File: src/rtl/litho_exposure_sequencer.sv
// litho_exposure_sequencer: lot-level master driving loaders, stages and source.
// Optional SEQ_RETRY_EN: one retry per step after an ACTIVE-phase timeout.
module litho_exposure_sequencer #(
  parameter int NUM_WAFERS   = 2,
  parameter int NUM_FIELDS   = 4,
  parameter int STEP_TIMEOUT = 31,
  parameter int ENV_TIMEOUT  = 63
) (
  input  logic       clk,
  input  logic       reset,
  input  logic       start,
  input  logic       abort,
  input  logic       env_ok,
  input  logic       wl_ready,
  input  logic       rl_ready,
  input  logic       ws_done,
  input  logic       rs_done,
  input  logic       source_on,
  output logic       wl_cmd_load,
  output logic       wl_cmd_unload,
  output logic       rl_cmd_load,
  output logic       rl_cmd_unload,
  output logic       ws_cmd_calib,
  output logic       ws_cmd_align,
  output logic       ws_cmd_scan,
  output logic       rs_cmd_calib,
  output logic       rs_cmd_sync,
  output logic       ls_cmd_active,
  output logic       busy,
  output logic       done,
  output logic       error,
  output logic [3:0] err_code,
  output logic [7:0] wafer_idx,
  output logic [7:0] field_idx
);

  typedef enum logic [3:0] {
    S_IDLE,
    S_WAIT_ENV,
    S_RL_LOAD,
    S_CALIB,
    S_WL_LOAD,
    S_ALIGN,
    S_EXPOSE,
    S_WL_UNLOAD,
    S_RL_UNLOAD,
    S_DONE,
    S_ERROR,
    S_RETRY
  } state_t;

  localparam logic [7:0] STEP_LIM = 8'(STEP_TIMEOUT);
  localparam logic [7:0] ENV_LIM  = 8'(ENV_TIMEOUT);
  localparam logic [7:0] W_LAST   = 8'(NUM_WAFERS - 1);
  localparam logic [7:0] F_LAST   = 8'(NUM_FIELDS - 1);

  localparam logic [3:0] E_ENV    = 4'd1;
  localparam logic [3:0] E_RL_LD  = 4'd2;
  localparam logic [3:0] E_WL_LD  = 4'd3;
  localparam logic [3:0] E_CALIB  = 4'd4;
  localparam logic [3:0] E_ALIGN  = 4'd5;
  localparam logic [3:0] E_EXPOSE = 4'd6;
  localparam logic [3:0] E_SOURCE = 4'd7;
  localparam logic [3:0] E_WL_UL  = 4'd8;
  localparam logic [3:0] E_RL_UL  = 4'd9;
  localparam logic [3:0] E_ABORT  = 4'd10;
  localparam logic [3:0] E_ENVLOS = 4'd11;

  localparam int C_WL_LD = 0;
  localparam int C_WL_UL = 1;
  localparam int C_RL_LD = 2;
  localparam int C_RL_UL = 3;
  localparam int C_WS_CA = 4;
  localparam int C_WS_AL = 5;
  localparam int C_WS_SC = 6;
  localparam int C_RS_CA = 7;
  localparam int C_RS_SY = 8;
  localparam int C_LS_AC = 9;

  state_t      state_q, state_d;
  logic        act_q, act_d;
  logic [7:0]  cnt_q, cnt_d;
  logic        ws_seen_q, ws_seen_d;
  logic        rs_seen_q, rs_seen_d;
  logic [7:0]  wafer_q, wafer_d;
  logic [7:0]  field_q, field_d;
  logic [3:0]  code_q, code_d;

  logic        act_met;
  logic        rel_ok;
  logic [3:0]  step_code;
  logic [7:0]  lim;
  logic        run;
  logic        env_lost;
  logic        src_fault;
  logic        enter;
  logic        flt;
  logic [3:0]  flt_code;
  logic        retry_ok;
  state_t      resume_st;

  logic [9:0]  cmd_d, cmd_q;
  logic        busy_d, busy_q;
  logic        done_d, done_q;
  logic        error_d, error_q;
  logic [3:0]  err_d, err_q;

`ifdef SEQ_RETRY_EN
  logic        retry_q;
  state_t      ret_st_q;

  assign retry_ok  = !retry_q && (state_q != S_WAIT_ENV);
  assign resume_st = ret_st_q;

  // Remember the step being retried; forget it once a step completes.
  always_ff @(posedge clk or posedge reset) begin
    if (reset) begin
      retry_q  <= 1'b0;
      ret_st_q <= S_IDLE;
    end else if (state_q != S_RETRY && state_d == S_RETRY) begin
      retry_q  <= 1'b1;
      ret_st_q <= state_q;
    end else if ((!act_q && act_d) || state_d == S_WAIT_ENV) begin
      retry_q  <= 1'b0;
    end
  end
`else
  assign retry_ok  = 1'b0;
  assign resume_st = S_IDLE;
`endif

  // State register with phase, watchdog, response latches and indices.
  always_ff @(posedge clk or posedge reset) begin
    if (reset) begin
      state_q   <= S_IDLE;
      act_q     <= 1'b0;
      cnt_q     <= '0;
      ws_seen_q <= 1'b0;
      rs_seen_q <= 1'b0;
      wafer_q   <= '0;
      field_q   <= '0;
      code_q    <= '0;
    end else begin
      state_q   <= state_d;
      act_q     <= act_d;
      cnt_q     <= cnt_d;
      ws_seen_q <= ws_seen_d;
      rs_seen_q <= rs_seen_d;
      wafer_q   <= wafer_d;
      field_q   <= field_d;
      code_q    <= code_d;
    end
  end

  // Next-state: step decode, fault priority, handshake phases, lot walk.
  always_comb begin
    act_met   = 1'b0;
    rel_ok    = 1'b1;
    step_code = 4'd0;
    lim       = STEP_LIM;
    case (state_q)
      S_WAIT_ENV: begin
        act_met   = env_ok;
        step_code = E_ENV;
        lim       = ENV_LIM;
      end
      S_RL_LOAD: begin
        act_met   = rl_ready;
        rel_ok    = !rl_ready;
        step_code = E_RL_LD;
      end
      S_CALIB: begin
        act_met   = (ws_seen_q | ws_done) & (rs_seen_q | rs_done);
        rel_ok    = !ws_done && !rs_done;
        step_code = E_CALIB;
      end
      S_WL_LOAD: begin
        act_met   = wl_ready;
        rel_ok    = !wl_ready;
        step_code = E_WL_LD;
      end
      S_ALIGN: begin
        act_met   = ws_done;
        rel_ok    = !ws_done;
        step_code = E_ALIGN;
      end
      S_EXPOSE: begin
        act_met   = (ws_seen_q | ws_done) & (rs_seen_q | rs_done);
        rel_ok    = !ws_done && !rs_done && !source_on;
        step_code = E_EXPOSE;
      end
      S_WL_UNLOAD: begin
        act_met   = wl_ready;
        rel_ok    = !wl_ready;
        step_code = E_WL_UL;
      end
      S_RL_UNLOAD: begin
        act_met   = rl_ready;
        rel_ok    = !rl_ready;
        step_code = E_RL_UL;
      end
      default: ;
    endcase

    run = !(state_q inside {S_IDLE, S_DONE, S_ERROR});
    env_lost  = run && (state_q != S_WAIT_ENV) && !env_ok;
    src_fault = (state_q == S_EXPOSE) && act_q &&
                (cnt_q != 8'd0) && !source_on;

    state_d   = state_q;
    act_d     = act_q;
    cnt_d     = run ? cnt_q + 8'd1 : cnt_q;
    ws_seen_d = ws_seen_q | ws_done;
    rs_seen_d = rs_seen_q | rs_done;
    wafer_d   = wafer_q;
    field_d   = field_q;
    code_d    = code_q;
    enter     = 1'b0;
    flt       = 1'b0;
    flt_code  = 4'd0;

    if (!run) begin
      if (start && state_q == S_ERROR) begin
        state_d = S_IDLE;
        code_d  = 4'd0;
      end else if (start) begin
        state_d = S_WAIT_ENV;
        act_d   = 1'b1;
        enter   = 1'b1;
        wafer_d = '0;
        field_d = '0;
        code_d  = 4'd0;
      end
    end else if (abort) begin
      flt      = 1'b1;
      flt_code = E_ABORT;
    end else if (env_lost) begin
      flt      = 1'b1;
      flt_code = E_ENVLOS;
    end else if (src_fault) begin
      flt      = 1'b1;
      flt_code = E_SOURCE;
    end else if (state_q == S_RETRY) begin
      if (cnt_q == 8'd1) begin
        state_d = resume_st;
        act_d   = 1'b1;
        enter   = 1'b1;
      end
    end else if (act_q) begin
      if (act_met) begin
        enter = 1'b1;
        if (state_q == S_WAIT_ENV) state_d = S_RL_LOAD;
        else act_d = 1'b0;
      end else if (cnt_q == lim) begin
        if (retry_ok) begin
          state_d = S_RETRY;
          enter   = 1'b1;
        end else begin
          flt      = 1'b1;
          flt_code = step_code;
        end
      end
    end else begin
      if (rel_ok) begin
        act_d = 1'b1;
        enter = 1'b1;
        case (state_q)
          S_RL_LOAD: state_d = S_CALIB;
          S_CALIB:   state_d = S_WL_LOAD;
          S_WL_LOAD: state_d = S_ALIGN;
          S_ALIGN:   state_d = S_EXPOSE;
          S_EXPOSE: begin
            if (field_q == F_LAST) begin
              field_d = '0;
              state_d = S_WL_UNLOAD;
            end else begin
              field_d = field_q + 8'd1;
            end
          end
          S_WL_UNLOAD: begin
            if (wafer_q < W_LAST) begin
              wafer_d = wafer_q + 8'd1;
              state_d = S_WL_LOAD;
            end else begin
              state_d = S_RL_UNLOAD;
            end
          end
          S_RL_UNLOAD: state_d = S_DONE;
          default: ;
        endcase
      end else if (cnt_q == lim) begin
        flt      = 1'b1;
        flt_code = step_code;
      end
    end

    if (flt) begin
      state_d = S_ERROR;
      code_d  = flt_code;
    end
    if (enter) begin
      cnt_d     = '0;
      ws_seen_d = 1'b0;
      rs_seen_d = 1'b0;
    end
  end

  // Output decode of the upcoming state so outputs line up with it.
  always_comb begin
    cmd_d = '0;
    if (act_d) begin
      case (state_d)
        S_RL_LOAD:   cmd_d[C_RL_LD] = 1'b1;
        S_RL_UNLOAD: cmd_d[C_RL_UL] = 1'b1;
        S_WL_LOAD:   cmd_d[C_WL_LD] = 1'b1;
        S_WL_UNLOAD: cmd_d[C_WL_UL] = 1'b1;
        S_ALIGN:     cmd_d[C_WS_AL] = 1'b1;
        S_CALIB: begin
          cmd_d[C_WS_CA] = 1'b1;
          cmd_d[C_RS_CA] = 1'b1;
        end
        S_EXPOSE: begin
          cmd_d[C_WS_SC] = 1'b1;
          cmd_d[C_RS_SY] = 1'b1;
          cmd_d[C_LS_AC] = 1'b1;
        end
        default: ;
      endcase
    end
    busy_d  = !(state_d inside {S_IDLE, S_DONE, S_ERROR});
    done_d  = (state_d == S_DONE);
    error_d = (state_d == S_ERROR);
    err_d   = error_d ? code_d : 4'd0;
  end

  // Registered outputs; reset drops every command immediately.
  always_ff @(posedge clk or posedge reset) begin
    if (reset) begin
      cmd_q   <= '0;
      busy_q  <= 1'b0;
      done_q  <= 1'b0;
      error_q <= 1'b0;
      err_q   <= '0;
    end else begin
      cmd_q   <= cmd_d;
      busy_q  <= busy_d;
      done_q  <= done_d;
      error_q <= error_d;
      err_q   <= err_d;
    end
  end

  assign wl_cmd_load   = cmd_q[C_WL_LD];
  assign wl_cmd_unload = cmd_q[C_WL_UL];
  assign rl_cmd_load   = cmd_q[C_RL_LD];
  assign rl_cmd_unload = cmd_q[C_RL_UL];
  assign ws_cmd_calib  = cmd_q[C_WS_CA];
  assign ws_cmd_align  = cmd_q[C_WS_AL];
  assign ws_cmd_scan   = cmd_q[C_WS_SC];
  assign rs_cmd_calib  = cmd_q[C_RS_CA];
  assign rs_cmd_sync   = cmd_q[C_RS_SY];
  assign ls_cmd_active = cmd_q[C_LS_AC];
  assign busy          = busy_q;
  assign done          = done_q;
  assign error         = error_q;
  assign err_code      = err_q;
  assign wafer_idx     = wafer_q;
  assign field_idx     = field_q;

endmodule

File: config.mk
export PLATFORM = sky130hd
export DESIGN_NAME = litho_exposure_sequencer
export DESIGN_NICKNAME = d
export VERILOG_FILES = /design/src/rtl/litho_exposure_sequencer.sv
export SDC_FILE = /design/constraint.sdc
export NUM_CORES = 1
export LEC_CHECK = 0
export ABC_AREA = 1
export CORE_MARGIN = 1
export CORE_UTILIZATION = 55
export DETAILED_ROUTE_END_ITERATION = 8
export PLACE_DENSITY_LB_ADDON = 0.15
export SYNTH_ARGS = -nofsm -noshare
export SYNTH_HDL_FRONTEND = slang
export SYNTH_SLANG_ARGS = --single-unit
File: constraint.sdc
create_clock -name clk -period 2.5 [get_ports clk]
set_clock_uncertainty 0.15 [all_clocks]
set_input_delay 0.375 -clock clk [delete_from_list [all_inputs] [get_ports clk]]
set_output_delay 0.375 -clock clk [all_outputs]
set_load 0.02 [all_outputs]
==> qor.yml <==
placed_design:
  preCtsSetupSlack_ns: 0.0123
  gp_congestion: 0.942
  port_buffers: 42
  dp_hpwl_um: 5450
  dpl_cell_area_um2: 3620
floorplanning:
  core_um2: 5170
  die_width_um: 75.8
  dieHeight_um: 75.8
  die_area_um2: 5750
  top_level_ports: 43
  rows: 26
  initial_core_util_pct: 57.9
timing:
  min_period_ns: 2.40
  timing.final.crit_share_pct: 96.1
  setup_slack_ns: 0.0987
  worst_pin_slew_ns: 0.431
  maxSlewViolCount: 0
  slew_headroom_pct: 71.2
  max_freq_ghz: 0.416
  hold_viol_final: 0
  setup_viol: 0
  rsz0062_at_grt: "yes"
logic_synthesis:
  yosysUniqueCellTypes: 39
  yosys_warnings: 0
  ys_seq_elements: 49
  yosysSeqAreaShare_pct: 40.9
  syn_nets: 413
  avgSynthCellArea_um2: 7.55
  synthCells: 397
  syn_area_um2: 3000
grt:
  antenna_found_initial: 0
  grt_usage_pct: 26.3
  grt_max_degree: 32
  overflow: 0
  grt_pass1_vias: 2446
  grt_pass1_wl_um: 11200
clocking:
  ctsLongestPathBuffers: 2
  cts_root_buf: "clkbuf_8"
  cts_htree_levels: 2
  cts_buffers: 5
  clk_pin_slew_ns: 0.09
  clock_latency_ns: 0.31
  cts_tree: "done"
  cts_num_sinks: 49
routing:
  drtAntennaViolNets: 0
  drt_iter0_drc: 190
  wirelength_um: 7120
  vias: 2822
  routedWlPerCell_um: 13.4
  drc: 0
  dr.pass1.iters: 4
  vias_per_cell: 5.29
worst_setup_path:
  crit_type: "reg2reg"
  slowest_stage: "dfrtp_2"
  crit_top_cell: "nand2_2"
  path_buf_inv: 3
  cpPeakStageDelay_ns: 0.48
  crit_family: "simple AND/OR/NAND/NOR gates"
  crit_required_ns: 2.55
  crit_chain: "inv_2, nand2_2, nor2_4, inv_1, nand2_1, nand3_1, nand2_2, nand2_2, nand3_4, nand2_4, nand2_8, nand2_4, inv_4, nand3_2, o21bai_1, nor2_1"
  cp.arrival_ns: 2.45
  cp-start-kind: "register"
  worst-path-max-fanout: 7
  cp-end-kind: "register"
layout:
  design_area_um2: 3830
  nNetsFinal: 478
  regArea_um2: 1230
  multiInputGateArea_um2: 1570
  antenna_cells: 0
  syn_to_final_growth_pct: 27.9
  drive_gt1_share_pct: 21.2
  nFillCells: 400
power:
  vdd_drop_max_mv: 0.730
  p_per_area_nw_per_um2: 1340
  p_total_mw: 5.13
  leakagePower_nw: 1.90
run:
  max_cap_viol_count: 0
outcome:
  status: "completed"
hold_path:
  worst_hold_path_type: "in2async"
-- through the flow --
step / utilization [%] / TNS, ns / hold slack, ns / instances
5_1_grt: 74.1 / -0.254 / 0.285 / 533
3_5_place_dp: 69.9 / 0 / 0.349 / 521
3_3_place_gp: 69.9 / 0 / 0.346 / 521
6_report: 74.1 / 0 / 0.223 / 533
2_1_floorplan: - / 0 / 0.312 / 397
4_1_cts: 71.6 / 0 / 0.244 / 529
-- state kept, by name (all words and copies together), names as in the netlist, 4 cells and up --
name and flops:
cmd_q 7, cnt_q 8, code_q 4, err_code 4
field_idx 8, state_q 4, wafer_idx 8
-- final cells by class --
type | count | share of cell area (%)
Multi-Input combinational cell | 275 | 41.0
Sequential cell | 49 | 32.1
Timing Repair Buffer | 65 | 15.8
Inverter | 66 | 6.59
Tap cell | 70 | 2.28
Clock buffer | 6 | 1.89
Clock inverter | 2 | 0.359
-- cells by family after synthesis --
| logic type | after synthesis | synth area share (%) |
|---|---|---|
| AOI/OAI and AO/OA | 54 | 10.3 |
| adders and majority gates | 6 | 2.51 |
| and+or+nand+nor | 207 | 34.2 |
| DFF | 49 | 40.9 |
| xor gates and xnor gates | 8 | 2.34 |
| buffers and inverters | 73 | 9.81 |
-- Yosys cell counts --
library cell	count	area (um2)
buf_2	2	10.0
nand3b_4	1	20.0
clkbuf_1	1	3.75
nor3_2	1	10.0
o21ai_1	3	15.0
a21oi_2	1	8.76
nand2_8	1	20.0
nor3b_2	2	25.0
or2_2	1	6.26
a21oi_1	18	90.1
buf_4	4	30.0
nand2_1	91	342
o2111ai_1	1	8.76
dfrtp_1	49	1230
nand3_2	6	60.1
ha_1	6	75.1
xnor2_1	1	8.76
inv_1	57	214
nor2_2	11	68.8
o21ai_0	17	85.1
o22ai_1	6	37.5
nand2_4	1	11.3
o21bai_1	1	7.51
nand4_1	6	37.5
nor2_4	2	22.5
o21ai_2	2	17.5
nand2_2	5	31.3
nand3b_1	1	7.51
inv_2	8	30.0
nor3b_1	1	7.51
nand3_4	1	17.5
nand4_2	1	12.5
nor3_1	7	35.0
inv_4	1	6.26
nor2_1	41	154
nand3_1	27	135
a211oi_1	3	22.5
xor2_1	7	61.3
o211ai_1	2	15.0
-- metal layers --
| layer | vias up | global-route usage, % | share of wire [%] |
|---|---|---|---|
| li1 | 1404 | - | - |
| met1 | 1308 | 35.3 | 46 |
| met2 | 94 | 43.5 | 48 |
| met3 | 16 | 4.37 | 4.2 |
| met4 | 0 | 8.44 | 2.1 |
| met5 | - | 0 | 0 |
-- where the power goes --
part           switching, mW  internal [mW]  leakage (nW)
sequential             0.226           1.09         0.622
clock                  0.274          0.200        0.0456
combinational           2.07           1.27          1.24
total                   2.57           2.56          1.90
-- repair_timing --
| item | 4_1_cts | 5_1_grt |
|---|---|---|
| gates resized for setup | 0 | 31 |
| setup buffers | 0 | 4 |
| endpoints found under the setup margin | 0 | 20 |
| hold buffers | 0 | 0 |
-- path summary, 6_finish.rpt --
kind                       startpoint            to  slack (ns)  cells after the start
max                        state_q[3]          busy         0.1                     16
min                             reset  field_idx[1]        0.22                      2
max reg2reg                state_q[3]          busy         0.1                     16
min reg2reg                 ws_seen_q     ws_seen_q        0.36                      2
max in group asynchronous       reset    state_q[3]        1.46                      3
min in group clk            ws_seen_q     ws_seen_q        0.36                      2
-- cell usage in the layout (no fill, tap or decap), types with 2 or more instances in the layout --
| cell | netlist | final |
|---|---|---|
| nand2_1 | 91 | 83 |
| inv_1 | 57 | 55 |
| dfrtp_1 | 49 | 45 |
| clkdlybuf4s50_1 | 0 | 42 |
| nor2_1 | 41 | 34 |
| nand3_1 | 27 | 27 |
| buf_4 | 4 | 22 |
| a21oi_1 | 18 | 18 |
| o21ai_0 | 17 | 17 |
| nor2_2 | 11 | 14 |
| nand2_2 | 5 | 12 |
| inv_2 | 8 | 9 |
| xor2_1 | 7 | 7 |
| nor2_4 | 2 | 6 |
| nand4_1 | 6 | 6 |
| nor3_1 | 7 | 6 |
| o22ai_1 | 6 | 6 |
| ha_1 | 6 | 6 |
| clkbuf_8 | 0 | 5 |
| nand3_2 | 6 | 4 |
| dfrtp_2 | 0 | 4 |
| nand3_4 | 1 | 3 |
| a211oi_1 | 3 | 3 |
| o21ai_2 | 2 | 3 |
| nor3_2 | 1 | 2 |
| o21ai_1 | 3 | 2 |
| nand2_4 | 1 | 2 |
| inv_4 | 1 | 2 |
| o211ai_1 | 2 | 2 |
| nor3b_2 | 2 | 2 |
(Power assumes the default switching activity.)
